==> config.mk <==
export PLATFORM = sky130hd
export DESIGN_NAME = mcp3_arb512_ctl_flat
export DESIGN_NICKNAME = d
export VERILOG_FILES = /design/src/rtl/mcp3_arb_pkg.sv /design/src/rtl/mcp3_arb512_ctl_if.sv /design/src/rtl/mcp3_credit_cnt.sv /design/src/rtl/mcp3_arb512_ctl.sv /design/src/flat_wrapper.sv
export SDC_FILE = /design/constraint.sdc
export NUM_CORES = 1
export LEC_CHECK = 0
export BUFFER_PORTS_ARGS = -buffer_cell sky130_fd_sc_hd__buf_4
export CORE_MARGIN = 4
export CORE_UTILIZATION = 40
export DETAILED_ROUTE_END_ITERATION = 6
export PLACE_DENSITY = 0.73
export REMOVE_ABC_BUFFERS = 1
export SYNTH_ARGS = -nofsm -noshare
export SYNTH_HDL_FRONTEND = slang
export SYNTH_HIERARCHICAL = 1
export SYNTH_SLANG_ARGS = --single-unit
==> constraint.sdc <==
create_clock -name clock -period 2.6 [get_ports clock]
set_clock_uncertainty 0.05 [all_clocks]
set_input_delay 0.13 -clock clock [delete_from_list [all_inputs] [get_ports clock]]
set_output_delay 0.13 -clock clock [all_outputs]
set_load 0.01 [all_outputs]
==> src/rtl/mcp3_arb_pkg.sv <==
// rtl/mcp3_arb_pkg.sv - shared types and widths for the 512-way arbiter command controller
package mcp3_arb_pkg;
    localparam int WIN_W  = 9;
    localparam int CRED_W = 6;
    localparam int PERF_W = 32;

    typedef enum logic {
        IDLE  = 1'b0,
        ISSUE = 1'b1
    } ctl_state_e;
endpackage

==> src/rtl/mcp3_arb512_ctl_if.sv <==
// rtl/mcp3_arb512_ctl_if.sv - arbiter winner and downstream command handshake bundle
interface mcp3_arb512_ctl_if;
    import mcp3_arb_pkg::*;

    logic             arb_valid;
    logic [WIN_W-1:0] arb_winner;
    logic             arb_taken;
    logic             cmd_valid;
    logic [WIN_W-1:0] cmd_tag;
    logic             cmd_ready;

    modport master (
        input  arb_valid, arb_winner, cmd_ready,
        output arb_taken, cmd_valid, cmd_tag
    );

    modport slave (
        output arb_valid, arb_winner, cmd_ready,
        input  arb_taken, cmd_valid, cmd_tag
    );
endinterface

==> src/rtl/mcp3_credit_cnt.sv <==
// rtl/mcp3_credit_cnt.sv - outstanding-command credit counter with sticky overflow flag
module mcp3_credit_cnt
    import mcp3_arb_pkg::*;
#(
    parameter int MAX_CREDITS = 16
) (
    input  logic              clock,
    input  logic              reset,
    input  logic              dec,
    input  logic              inc,
    output logic [CRED_W-1:0] count,
    output logic              ovf
);
    localparam logic [CRED_W-1:0] MAX_C = CRED_W'(MAX_CREDITS);

    always_ff @(posedge clock or posedge reset) begin
        if (reset) begin
            count <= MAX_C;
            ovf   <= 1'b0;
        end else begin
            unique case ({inc, dec})
                2'b01: if (count != '0) count <= count - 1'b1;
                // A return with no room is dropped but remembered until reset.
                2'b10: begin
                    if (count == MAX_C) ovf <= 1'b1;
                    else                count <= count + 1'b1;
                end
                default: ;
            endcase
        end
    end
endmodule

==> src/rtl/mcp3_arb512_ctl.sv <==
// rtl/mcp3_arb512_ctl.sv - credit-gated grant/issue controller for a 512-way arbiter
// Optional perf counters build with MCP3_ARB512_CTL_PERF_EN.
module mcp3_arb512_ctl
    import mcp3_arb_pkg::*;
#(
    parameter int MAX_CREDITS = 16
) (
    input  logic                 clock,
    input  logic                 reset,
    mcp3_arb512_ctl_if.master    bus,
    input  logic                 ctl_enable,
    input  logic                 cred_return,
    output logic [CRED_W-1:0]    credits_avail,
    output logic                 ctl_idle,
    output logic                 err_cred_ovf
`ifdef MCP3_ARB512_CTL_PERF_EN
    ,
    input  logic                 perf_clear,
    output logic [PERF_W-1:0]    perf_grant_cnt,
    output logic [PERF_W-1:0]    perf_stall_cnt
`endif
);
    localparam logic [CRED_W-1:0] MAX_C = CRED_W'(MAX_CREDITS);

    ctl_state_e       state;
    logic             cmd_valid_q;
    logic [WIN_W-1:0] cmd_tag_q;
    logic             taken;

    // In ISSUE a new winner is only taken when the current command leaves.
    assign taken = !reset && bus.arb_valid && ctl_enable && (credits_avail != '0)
                   && ((state == IDLE) || bus.cmd_ready);

    assign bus.arb_taken = taken;
    assign bus.cmd_valid = cmd_valid_q;
    assign bus.cmd_tag   = cmd_tag_q;
    assign ctl_idle      = (state == IDLE) && (credits_avail == MAX_C);

    always_ff @(posedge clock or posedge reset) begin
        if (reset) begin
            state       <= IDLE;
            cmd_valid_q <= 1'b0;
            cmd_tag_q   <= '0;
        end else begin
            unique case (state)
                IDLE: begin
                    if (taken) begin
                        cmd_tag_q   <= bus.arb_winner;
                        cmd_valid_q <= 1'b1;
                        state       <= ISSUE;
                    end
                end
                ISSUE: begin
                    if (bus.cmd_ready) begin
                        if (taken) begin
                            cmd_tag_q <= bus.arb_winner;
                        end else begin
                            cmd_valid_q <= 1'b0;
                            state       <= IDLE;
                        end
                    end
                end
            endcase
        end
    end

    mcp3_credit_cnt #(.MAX_CREDITS(MAX_CREDITS)) u_credit_cnt (
        .clock (clock),
        .reset (reset),
        .dec   (taken),
        .inc   (cred_return),
        .count (credits_avail),
        .ovf   (err_cred_ovf)
    );

`ifdef MCP3_ARB512_CTL_PERF_EN
    logic stall;
    assign stall = bus.arb_valid && ctl_enable && (credits_avail == '0);

    always_ff @(posedge clock or posedge reset) begin
        if (reset) begin
            perf_grant_cnt <= '0;
            perf_stall_cnt <= '0;
        end else if (perf_clear) begin
            perf_grant_cnt <= '0;
            perf_stall_cnt <= '0;
        end else begin
            if (taken && (perf_grant_cnt != '1)) perf_grant_cnt <= perf_grant_cnt + 1'b1;
            if (stall && (perf_stall_cnt != '1)) perf_stall_cnt <= perf_stall_cnt + 1'b1;
        end
    end
`endif
endmodule

==> src/flat_wrapper.sv <==
// flat-port wrapper written by rule: the top's interface ports become plain ports
module mcp3_arb512_ctl_flat import mcp3_arb_pkg::*;
#(
    parameter int MAX_CREDITS = 16
)
  (clock, reset, ctl_enable, cred_return, credits_avail, ctl_idle, err_cred_ovf, bus_arb_valid, bus_arb_winner, bus_cmd_ready, bus_arb_taken, bus_cmd_valid, bus_cmd_tag);
  mcp3_arb512_ctl_if bus_i ();
  input  logic clock;
  input  logic reset;
  input  logic ctl_enable;
  input  logic cred_return;
  output logic [CRED_W-1:0] credits_avail;
  output logic ctl_idle;
  output logic err_cred_ovf;
  input wire logic [$bits(bus_i.arb_valid)-1:0] bus_arb_valid;
  input wire logic [$bits(bus_i.arb_winner)-1:0] bus_arb_winner;
  input wire logic [$bits(bus_i.cmd_ready)-1:0] bus_cmd_ready;
  output wire logic [$bits(bus_i.arb_taken)-1:0] bus_arb_taken;
  output wire logic [$bits(bus_i.cmd_valid)-1:0] bus_cmd_valid;
  output wire logic [$bits(bus_i.cmd_tag)-1:0] bus_cmd_tag;
  assign bus_i.arb_valid = bus_arb_valid;
  assign bus_i.arb_winner = bus_arb_winner;
  assign bus_i.cmd_ready = bus_cmd_ready;
  assign bus_arb_taken = bus_i.arb_taken;
  assign bus_cmd_valid = bus_i.cmd_valid;
  assign bus_cmd_tag = bus_i.cmd_tag;
  mcp3_arb512_ctl #(.MAX_CREDITS(MAX_CREDITS)) u_core (.clock(clock), .reset(reset), .bus(bus_i), .ctl_enable(ctl_enable), .cred_return(cred_return), .credits_avail(credits_avail), .ctl_idle(ctl_idle), .err_cred_ovf(err_cred_ovf));
endmodule
Word-level counts from Yosys, hierarchy flattened
Index checks and enable logic that the tools add are counted.
W data, S select, Z words.
- register bits: 18
- input bits: 15
- output and inout port bits: 19
- $add $sub $neg: 2
- equality and inequality tests: 8
- muxes and demuxes: 13
- bitwise operators: 1
- reduce and logical (&&, ||, !) cells: 12
- operator list (operator ; count):
    $mux W9 ; 2
    $pmux W9 S2 ; 1
    $mux W6 ; 2
    $pmux W6 S2 ; 1
    $ne A2 B2 Y1 const B ; 4
    $add A6 B1 Y6 const B ; 1
    $eq A6 B5 Y1 const B ; 1
    $reduce_and A3 Y1 ; 2
    $reduce_bool A6 Y1 ; 1
    $sub A6 B1 Y6 const B ; 1
    $logic_and A1 B1 Y1 ; 5
    $mux W1 ; 5
    $pmux W1 S2 ; 2
    $eq A2 B1 Y1 const B ; 1
    $eq A2 B2 Y1 const B ; 1
    $ne A2 B1 Y1 const B ; 1
    $reduce_and A2 Y1 ; 1
    $reduce_bool A2 Y1 ; 1
    $logic_not A1 Y1 ; 1
    $logic_or A1 B1 Y1 ; 1
    $not A1 Y1 ; 1

Depth between registers and ports, before layout
Gate-level depths: netlist of the first run.
- word-level depth: 8
- depth in mapped cells: 11
- mapped depth without buffers: 11

Hierarchy
Netlist of the first run, hierarchy kept.
- by module, submodules not included (module ; instances ; cells each ; area each (sq um)):
    mcp3_credit_cnt ; 1 ; 51 ; 543.0
    mcp3_arb512_ctl ; 1 ; 35 ; 485.5

Worst setup path after synthesis of the first run
No wires, ideal clock.
- kind: flip-flop to flip-flop
- start: reg u_core.u_credit_cnt.count[5]
- end: reg u_core.u_credit_cnt.count[5]
- arrival: 2.563 ns
- data required time: 2.446 ns
- setup slack: -0.117 ns
- cell stages (with the launch flop): 12
- buffers on the path: 0
- cells stage by stage: dfrtp_1 > nor4_4 > a21oi_2 > nand2_4 > inv_1 > nor2b_1 > inv_1 > ha_1 > a211oi_1 > o21a_1 > o2111ai_1 > a221oi_1
- word-level cells in the longest chain between the ends: 6
- elaborated cells between the ends (all ways): 15
- classes of those cells: add/sub: 2; eq/ne: 5; mux: 3; reduce/logical: 5
- ends and longest elaborated chain (item ; line ; RTL):
    start: declaration ; mcp3_credit_cnt.sv:11 ; output logic [CRED_W-1:0] count,
    start signal: assignment ; mcp3_credit_cnt.sv:22 ; 2'b01: if (count != '0) count <= count - 1'b1;
    start signal: assignment ; mcp3_credit_cnt.sv:26 ; else count <= count + 1'b1;
    $reduce_bool A6 Y1 * ; mcp3_arb512_ctl.sv:31 ; assign taken = !reset && bus.arb_valid && ctl_enable && (credits_avail != '0)
    $logic_and A1 B1 Y1 * ; mcp3_arb512_ctl.sv:31 ;
    $logic_and A1 B1 Y1 * ; mcp3_arb512_ctl.sv:32 ; && ((state == IDLE) || bus.cmd_ready);
    via bus_arb_taken ; flat_wrapper.sv:18 ; output wire logic [$bits(bus_i.arb_taken)-1:0] bus_arb_taken;
    $eq A2 B1 Y1 / $eq A2 B2 Y1 (equally long branches) ; mcp3_credit_cnt.sv:21 ; unique case ({inc, dec})
    $ne A2 B1 Y1 (no line) (tied with other cells) ; n/a ;
    $reduce_and A3 Y1 (no line) ; n/a ;
Mark *: on every way through the listed nets, which the timed path passes. The rest lies on a longest branch. The select of a mux whose other input is x is not followed.
A chain may end at the register's enable or synchronous reset.

Final worst setup path of the first run
- start: reg u_core.u_credit_cnt.count[0]
- end: reg u_core.u_credit_cnt.count[5]
- word-level cells in the longest chain between the ends: 6
- elaborated cells between the ends (all ways): 15
- classes of those cells: add/sub: 2; eq/ne: 5; mux: 3; reduce/logical: 5
- ends and longest elaborated chain (item):
    branches (longest 6 deep; another with $add A6 B1 Y6)
Several ways; the timed one is not identified. The select of a mux whose other input is x is not followed.

==> key figures, run 1 <==
CTS
  • Clock transition at the registers of the reported paths: ~0.1 ns
  • Buffers inserted by post-CTS timing repair: 0
  • Clock tree from TritonCTS: done
  • H-tree depth reported by CTS: 1
  • TritonCTS Sinks: 18
  • Clock latency of the later-clocked register in the worst-skew pair: ~0.28 ns
  • Number of buffers added by the clock tree synthesis step: 3
  • Clock Tree Root: sky130_fd_sc_hd__clkbuf_4
  • Number of buffers between clock root and the deepest sink: 2

Logic synthesis
  • Asr flop ratio synth: 100.0%
  • Avg Inst Size Synth: 11.96 um2
  • Number of synthesized register bits: 18
  • Yosys warning count: 6
  • Post-synth top area share: 41.36%
  • Sequential fraction of the synthesis area: between 40% and 50%
  • Gate count after technology mapping: 86
  • Number of enable-type register cells in the synthesized netlist: 0
  • Biggest area consumer among synthesized cells: sky130_fd_sc_hd__dfrtp_1
  • Most used standard cells in the synthesized netlist: sky130_fd_sc_hd__dfrtp_1 (17), sky130_fd_sc_hd__mux2_2 (9), sky130_fd_sc_hd__inv_1 (6)
  • Unique masters post-synth: 35
  • Most frequently used cell type in the post-synthesis netlist: sky130_fd_sc_hd__dfrtp_1
  • Cell types with the largest area share after synthesis: sky130_fd_sc_hd__dfrtp_1 (41%), sky130_fd_sc_hd__mux2_2 (9.9%), sky130_fd_sc_hd__mux2_4 (5.8%)
  • Synthesized cell area: 0.001028 mm2
  • Most frequently used flop master after synthesis: sky130_fd_sc_hd__dfrtp_1

Cells and area
  • Fillcell total: 198
  • Number of antenna cells inserted: 0
  • Fraction of layout instances using a drive strength above 1: between 50% and 60%
  • Total area of multi-input combinational cells: between 600 and 700 um2
  • Final #Nets: between 150 and 200
  • Layout Utilization: between 60% and 70%
  • FF+latch area: 451.7 um2
  • Layout overhead on the synthesized area: 50.12%
  • Post-route standard cell area excluding fillers: about 0.0015 mm2

Die
  • Die span in x: ~59 um
  • Area of the core region: between 0.002 and 0.0025 mm2
  • Full die area: ~0.0034 mm2
  • Starting Density: 41.90%
  • Io pins: 34
  • Die height: 58.71 um
  • Row count: 18

Critical path
  • R2R depth: 11
  • Highest-delay cell along the critical path: sky130_fd_sc_hd__dfrtp_1
  • Reg2reg setup slack: about 0.15 ns
  • Largest driver fanout on the critical path: 7
  • CP max stage delay: 0.43 ns
  • Origin of the worst setup path: u_core/u_credit_cnt/count[0]
  • Crit end category: flop
  • Critical Path AT: 2.58 ns
  • Critical Path, Cell by Cell: nor4_4 -> a21oi_2 -> nand2_4 -> inv_1 -> nor2b_4 -> inv_4 -> ha_4 -> o21ai_2 -> o21a_1 -> or2_1 -> a221oi_1
  • Required time worst endpoint: about 2.7 ns
  • Capture point of the critical path: u_core/u_credit_cnt/count[5]
  • Startpoint type of the worst setup path: flop
  • Reg2reg start: u_core/u_credit_cnt/count[0]
  • Critical register-to-register path endpoint: u_core/u_credit_cnt/count[5]
  • Classification of the worst setup path: reg2reg

Timing
  • Max-slew violations: 0
  • Number of endpoints with negative hold slack in the final report: 0
  • PnR worst setup slack: 0.1490 ns
  • Period utilisation layout: a little over nine tenths
  • Final setup violation count: 0
  • Worst hold slack after final layout: 0.02741 ns
  • Min Clock Period, post-route: 2.451 ns
  • Setup repair after global routing missed its margin: no
  • Worst slew pin tran: a little over 0.4 ns
  • Max Freq: around 410 MHz
  • Max transition margin: between 70 and 80%

Place
  • Total of buffers placed on input and output ports: 33
  • Global placer's final weighted congestion: around 0.82
  • Estimated wirelength of the detail-placed design: a little under 2000 um
  • Cell area after placement: between 0.001 and 0.0015 mm2
  • Worst slack at placement: -0.08409 ns

Drt
  • Via-to-Cell Ratio: roughly 5
  • Violation count after the first detailed-routing iteration: 26
  • Remaining antenna violation count after routing: 0
  • Detailed-route via count: approximately 860
  • Drt wl/cell: about 15 um
  • Pre-Repair DR Iteration Count: 4
  • Total detailed-routing wirelength: roughly 2500 um
  • DRC violations left: 0

Job
  • Max-cap violation count: 0

Global routing
  • Global-route usage over all layers: ~14%
  • Largest net degree at the start of global routing: 12
  • First-pass GRT wire length: around 3800 um
  • Vias in the first global route: 813
  • Number of antenna violations at the first check in global routing: 0
  • Remaining global-route overflow: 0

Pwr
  • Max IR drop VDD: ~0.00079 V
  • Leak: 0.7328 nW
  • Power density normalized to cell area: 1058 mW/mm2

Run status
  • Result of the run: completed

Min path
  • Worst Hold Class: in2reg
## worst min path at each step
stage | startpoint | to | cells after the start
4_1_cts | bus_arb_winner[7] | u_core/bus.cmd_tag[7] | 2
5_1_grt | bus_arb_winner[4] | u_core/bus.cmd_tag[4] | 2
3_3_place_gp | reset | u_core/u_credit_cnt/count[5] | 2
3_5_place_dp | reset | u_core/u_credit_cnt/count[5] | 2
2_1_floorplan | reset | u_core/u_credit_cnt/count[0] | 1
6_report | bus_arb_winner[8] | u_core/bus.cmd_tag[8] | 2
## cells in the final DEF (no fill, tap or decap), types with 3 or more instances in the layout
cell                            netlist  final
sky130_fd_sc_hd__buf_4                0     42
sky130_fd_sc_hd__dfrtp_1             17     17
sky130_fd_sc_hd__mux2_2               9      9
sky130_fd_sc_hd__dlygate4sd3_1        0      6
sky130_fd_sc_hd__nor2_1               5      5
sky130_fd_sc_hd__inv_1                6      5
sky130_fd_sc_hd__mux2_4               4      4
sky130_fd_sc_hd__clkbuf_4             0      3
sky130_fd_sc_hd__nand2b_1             3      3
sky130_fd_sc_hd__a21oi_1              3      3
sky130_fd_sc_hd__ha_4                 0      3
## per-layer routing
metal / vias to the layer above / wire length [um] / track usage (%)
met1: 415 / 1050 / 19.14
met3: 4 / 111 / 1.754
met4: 0 / 44 / 7.767
met2: 28 / 1308 / 23.13
li1: 417 / - / -
met5: - / 0 / 0
## repair_timing
item,in CTS,in global routing
pin swaps,0,5
endpoints found under the hold margin,19,4
setup endpoints to repair,1,1
hold buffers,2,4
gates resized for setup,3,10
## cell type report
type,instances,share of cell area [%]
Multi-Input combinational cell,62,40.03
Sequential cell,18,29.25
Timing Repair Buffer,48,24.31
Tap cell,30,2.431
Clock buffer,4,2.350
Inverter,6,1.621
## power by group
group | total (W) | switching [W] | internal [W]
logic | 0.00101 | 0.000450 | 0.000555
clock network | 0.000166 | 0.0000810 | 0.0000852
registers | 0.000462 | 0.0000724 | 0.000389
total | 0.00163 | 0.000604 | 0.00103
## flip-flops by register name, summed over array words and instances, names as in the netlist
register                   count
u_core/bus.cmd_tag             9
u_core/bus.cmd_valid           1
u_core/state                   1
u_core/u_credit_cnt/count      6
u_core/u_credit_cnt/ovf        1
## stage by stage
stage	cells	setup TNS [ns]	power, W
4_1_cts	164	0	0.001553
3_3_place_gp	158	0	0.001342
6_report	168	0	0.001633
2_1_floorplan	86	-0.1578	0.0009976
5_1_grt	168	0	0.001759
3_5_place_dp	158	-0.08409	0.001367
## kinds of logic (layout without fill, tap and decap cells)
family,count (synthesis),count (layout),synth area share [%]
AOI/OAI and AO/OA,17,17,12.41
xor gates and xnor gates,4,4,3.407
adders and majority gates,5,5,6.813
buffers and inverters,6,58,2.190
DFF,18,18,43.92
muxes,13,13,15.69
and+or+nand+nor,23,23,15.57
## critical path, delay by kind of cell, from the launching register on
kind                     cells  cell delay (ns)
AO/OA/AOI/OAI                4             0.65
adder cells (fa/ha/maj)      1             0.30
buffers and inverters        2             0.15
flip-flops                   1             0.43
AND/OR/NAND/NOR              4             0.76
Note: power is estimated with default switching activity, not from simulation.
==> run 2: changes to the inputs <==
--- a/config.mk
+++ b/config.mk
@@ -5,6 +5,7 @@
 export SDC_FILE = /design/constraint.sdc
 export NUM_CORES = 1
 export LEC_CHECK = 0
+export ABC_AREA = 1
 export BUFFER_PORTS_ARGS = -buffer_cell sky130_fd_sc_hd__buf_4
 export CORE_MARGIN = 4
 export CORE_UTILIZATION = 40
==> key figures, run 2 <==
Run status
  • Result of the run: completed

Timing
  • Max-slew violations: 0 (unchanged)
  • Worst slew pin tran: 0.3953 ns (-0.01971 ns)
  • Period utilisation layout: 91.09% (-3.2 points)
  • Max Freq: 422.2 MHz (+3.5%)
  • Summed negative setup slack over all endpoints: 0 ns (unchanged)
  • Final setup violation count: 0 (unchanged)
  • Number of endpoints with negative hold slack in the final report: 0 (unchanged)
  • Worst hold slack after final layout: 0.03325 ns (+0.005846 ns)
  • Min Clock Period, post-route: 2.368 ns (-0.08270 ns)
  • Max transition margin: 73.58% (+1.3 points)
  • Setup repair after global routing missed its margin: no

Place
  • Cell area after placement: 0.001348 mm2 (-2.4%)
  • Total of buffers placed on input and output ports: 33 (unchanged)
  • Estimated wirelength of the detail-placed design: 2040 um (+5.6%)
  • Global placer's final weighted congestion: 0.7931 (-3.4%)

Die
  • Row count: 18 (unchanged)
  • Area of the core region: 0.002522 mm2 (+2.8%)
  • Full die area: 0.003580 mm2 (+3.9%)
  • Starting Density: 42.61% (+0.71 points)
  • Io pins: 34 (unchanged)
  • Die height: 59.84 um (+1.9%)
  • Die span in x: 59.84 um (+1.9%)

Logic synthesis
  • Number of enable-type register cells in the synthesized netlist: 0 (unchanged)
  • Biggest area consumer among synthesized cells: sky130_fd_sc_hd__dfrtp_1
  • Synthesized cell area: 0.001075 mm2 (+4.5%)
  • Asr flop ratio synth: 100.0% (unchanged)
  • Avg Inst Size Synth: 8.268 um2 (-31%)
  • Most frequently used flop master after synthesis: sky130_fd_sc_hd__dfrtp_1
  • Yosys warning count: 6 (unchanged)
  • Sequential fraction of the synthesis area: 42.03% (-1.9 points)
  • Cell types with the largest area share after synthesis: sky130_fd_sc_hd__dfrtp_1 (40%), sky130_fd_sc_hd__nand2_1 (14%), sky130_fd_sc_hd__nand4_1 (5.8%)
  • Post-synth top area share: 39.58% (-1.8 points)
  • Most frequently used cell type in the post-synthesis netlist: sky130_fd_sc_hd__nand2_1
  • Gate count after technology mapping: 130 (+51%)
  • Unique masters post-synth: 26 (-26%)
  • Number of synthesized register bits: 18 (unchanged)
  • Most used standard cells in the synthesized netlist: sky130_fd_sc_hd__nand2_1 (40), sky130_fd_sc_hd__dfrtp_1 (17), sky130_fd_sc_hd__inv_1 (12)

Global routing
  • Number of antenna violations at the first check in global routing: 0 (unchanged)
  • Remaining global-route overflow: 0 (unchanged)
  • Largest net degree at the start of global routing: 12 (unchanged)
  • Global-route usage over all layers: 15.56% (+1.1 points)
  • Vias in the first global route: 950 (+17%)
  • First-pass GRT wire length: 4229 um (+12%)

Drt
  • Detailed-route via count: 1008 (+17%)
  • Pre-Repair DR Iteration Count: 5 (+1)
  • Violation count after the first detailed-routing iteration: 23 (-12%)
  • Total detailed-routing wirelength: 2584 um (+2.7%)
  • Drt wl/cell: 13.12 um (-12%)
  • Remaining antenna violation count after routing: 0 (unchanged)
  • DRC violations left: 0 (unchanged)
  • Via-to-Cell Ratio: 5.117 (-0.51%)

Cells and area
  • Most used cells in the layout excluding fill and tap cells: sky130_fd_sc_hd__nand2_1 (40), sky130_fd_sc_hd__buf_4 (35), sky130_fd_sc_hd__dfrtp_1 (17)
  • Final #Nets: 188 (+18%)
  • Max reg flops: 9 (unchanged)
  • Post-route standard cell area excluding fillers: 0.001391 mm2 (-9.9%)
  • Number of antenna cells inserted: 0 (unchanged)
  • Fraction of layout instances using a drive strength above 1: 33.53% (-21 points)
  • Layout overhead on the synthesized area: 29.45%
  • Fillcell total: 246 (+24%)
  • Most common cell after layout, fill and taps aside: sky130_fd_sc_hd__nand2_1

CTS
  • Clock transition at the registers of the reported paths: 0.10 ns (about the same)
  • Number of buffers between clock root and the deepest sink: 2 (unchanged)
  • Clock latency of the later-clocked register in the worst-skew pair: 0.29 ns (about the same)
  • Number of buffers added by the clock tree synthesis step: 3 (unchanged)
  • Clock tree from TritonCTS: done
  • Clock Tree Root: sky130_fd_sc_hd__clkbuf_4
  • H-tree depth reported by CTS: 1 (unchanged)
  • TritonCTS Sinks: 18 (unchanged)

Critical path
  • Reg2reg start: u_core/u_credit_cnt/count[1]
  • Largest driver fanout on the critical path: 11 (+4)
  • CP max stage delay: 0.53 ns (+0.10 ns)
  • Origin of the worst setup path: reset
  • Critical Path AT: 2.51 ns (-0.07 ns)
  • R2R depth: 14 (+3)
  • Classification of the worst setup path: in2reg
  • Critical Path, Cell by Cell: dlygate4sd3_1 -> buf_4 -> inv_2 -> nand2_2 -> nor2_4 -> nand3_4 -> inv_1 -> inv_2 -> nand2_2 -> ha_1 -> inv_1 -> nand2_1 -> a21oi_1 -> nand3b_1 -> nand2_1
  • Startpoint type of the worst setup path: input pin
  • Crit end category: flop
  • Required time worst endpoint: 2.74 ns (about the same)
  • Highest-delay cell along the critical path: sky130_fd_sc_hd__dlygate4sd3_1

Pwr
  • Pwr Total: 0.001348 W (-17%)
  • Power density normalized to cell area: 968.8 mW/mm2 (-8.4%)
  • Max IR drop VDD: 0.0005983 V (-24%)
  • Leak: 0.7493 nW (+2.2%)

Min path
  • Worst Hold Class: in2reg
  • Hold Crit Start: bus_arb_winner[2]
  • Hold depth: 3 (+1)

Job
  • Max-cap violation count: 0 (unchanged)
==> run 2: changes by cell type after synthesis, moves of 3 or more <==
cell                       previous run  this run
sky130_fd_sc_hd__nand4_1              1        10
sky130_fd_sc_hd__nand2_2              0         4
sky130_fd_sc_hd__mux2_4               4         0
sky130_fd_sc_hd__nand3_1              0         6
sky130_fd_sc_hd__nor2_1               5         9
sky130_fd_sc_hd__nand2_1              1        40
sky130_fd_sc_hd__nand2b_1             3         0
sky130_fd_sc_hd__inv_1                6        12
sky130_fd_sc_hd__mux2_2               9         0
sky130_fd_sc_hd__nand3_2              0         3
==> run 2: kinds of logic after synthesis <==
kind of cell / Yosys count / synth area share (%)
compound gates: 7 / 4.191
xor+xnor: 3 / 2.445
fa+ha+maj: 5 / 6.519
buf+inv: 18 / 8.265
flops: 18 / 42.03
simple gates: 79 / 36.55
==> run 2: per-layer routing <==
layer	share of wire (%)	track usage, %	up-vias
met5	0	0	-
met4	0.74	5.696	0
met3	5.3	2.592	2
met2	52	26.08	32
met1	42	19.95	476
li1	-	-	498
==> run 2: path summary, 6_finish.rpt <==
path,endpoint,slack [ns]
worst max-delay path,u_core/u_credit_cnt/count[3],0.23
min in group asynchronous,u_core/u_credit_cnt/ovf,0.30
worst min register to register,u_core/u_credit_cnt/ovf,0.44
worst min-delay path,u_core/bus.cmd_tag[2],0.03
worst max register to register,u_core/u_credit_cnt/count[5],0.39
max in group asynchronous,u_core/u_credit_cnt/count[4],1.92
==> run 2: through the flow <==
step / utilization, % / std cells / setup WS, ns
after floorplan: - / 127 / 0.3875
after global placement: 53.42 / 192 / 0.4886
after detailed placement: 53.42 / 192 / 0.3903
after CTS: 54.86 / 197 / 0.1783
after global routing: 55.16 / 197 / 0.03537
final: 55.16 / 197 / 0.2317
==> run 2: where the power goes <==
| group | switching, W | leakage, nW | internal, W |
|---|---|---|---|
| Clock | 0.0000860 | 0.0150 | 0.0000597 |
| Combinational | 0.000369 | 0.515 | 0.000326 |
| Sequential | 0.000123 | 0.219 | 0.000385 |
==> run 2: worst max-delay path: cells and delay by family <==
kind | cells | cell delay (ns)
compound gates | 1 | 0.15
fa+ha+maj | 1 | 0.30
simple gates | 7 | 0.92
buf+inv | 6 | 0.99
==> run 2: repair_timing <==
item	4_1_cts	5_1_grt
hold buffers	1	0
endpoints found under the hold margin	18	0
endpoints found under the setup margin	0	3
setup buffers	0	0
resized for setup	0	1
==> run 2: cell type report <==
class	count	area, um2	area share (%)
Tap cell	30	37.54	2.698
Multi-Input combinational cell	94	541.8	38.94
Sequential cell	18	451.7	32.46
Clock buffer	4	26.28	1.888
Timing Repair Buffer	36	272.8	19.60
Inverter	15	61.31	4.406
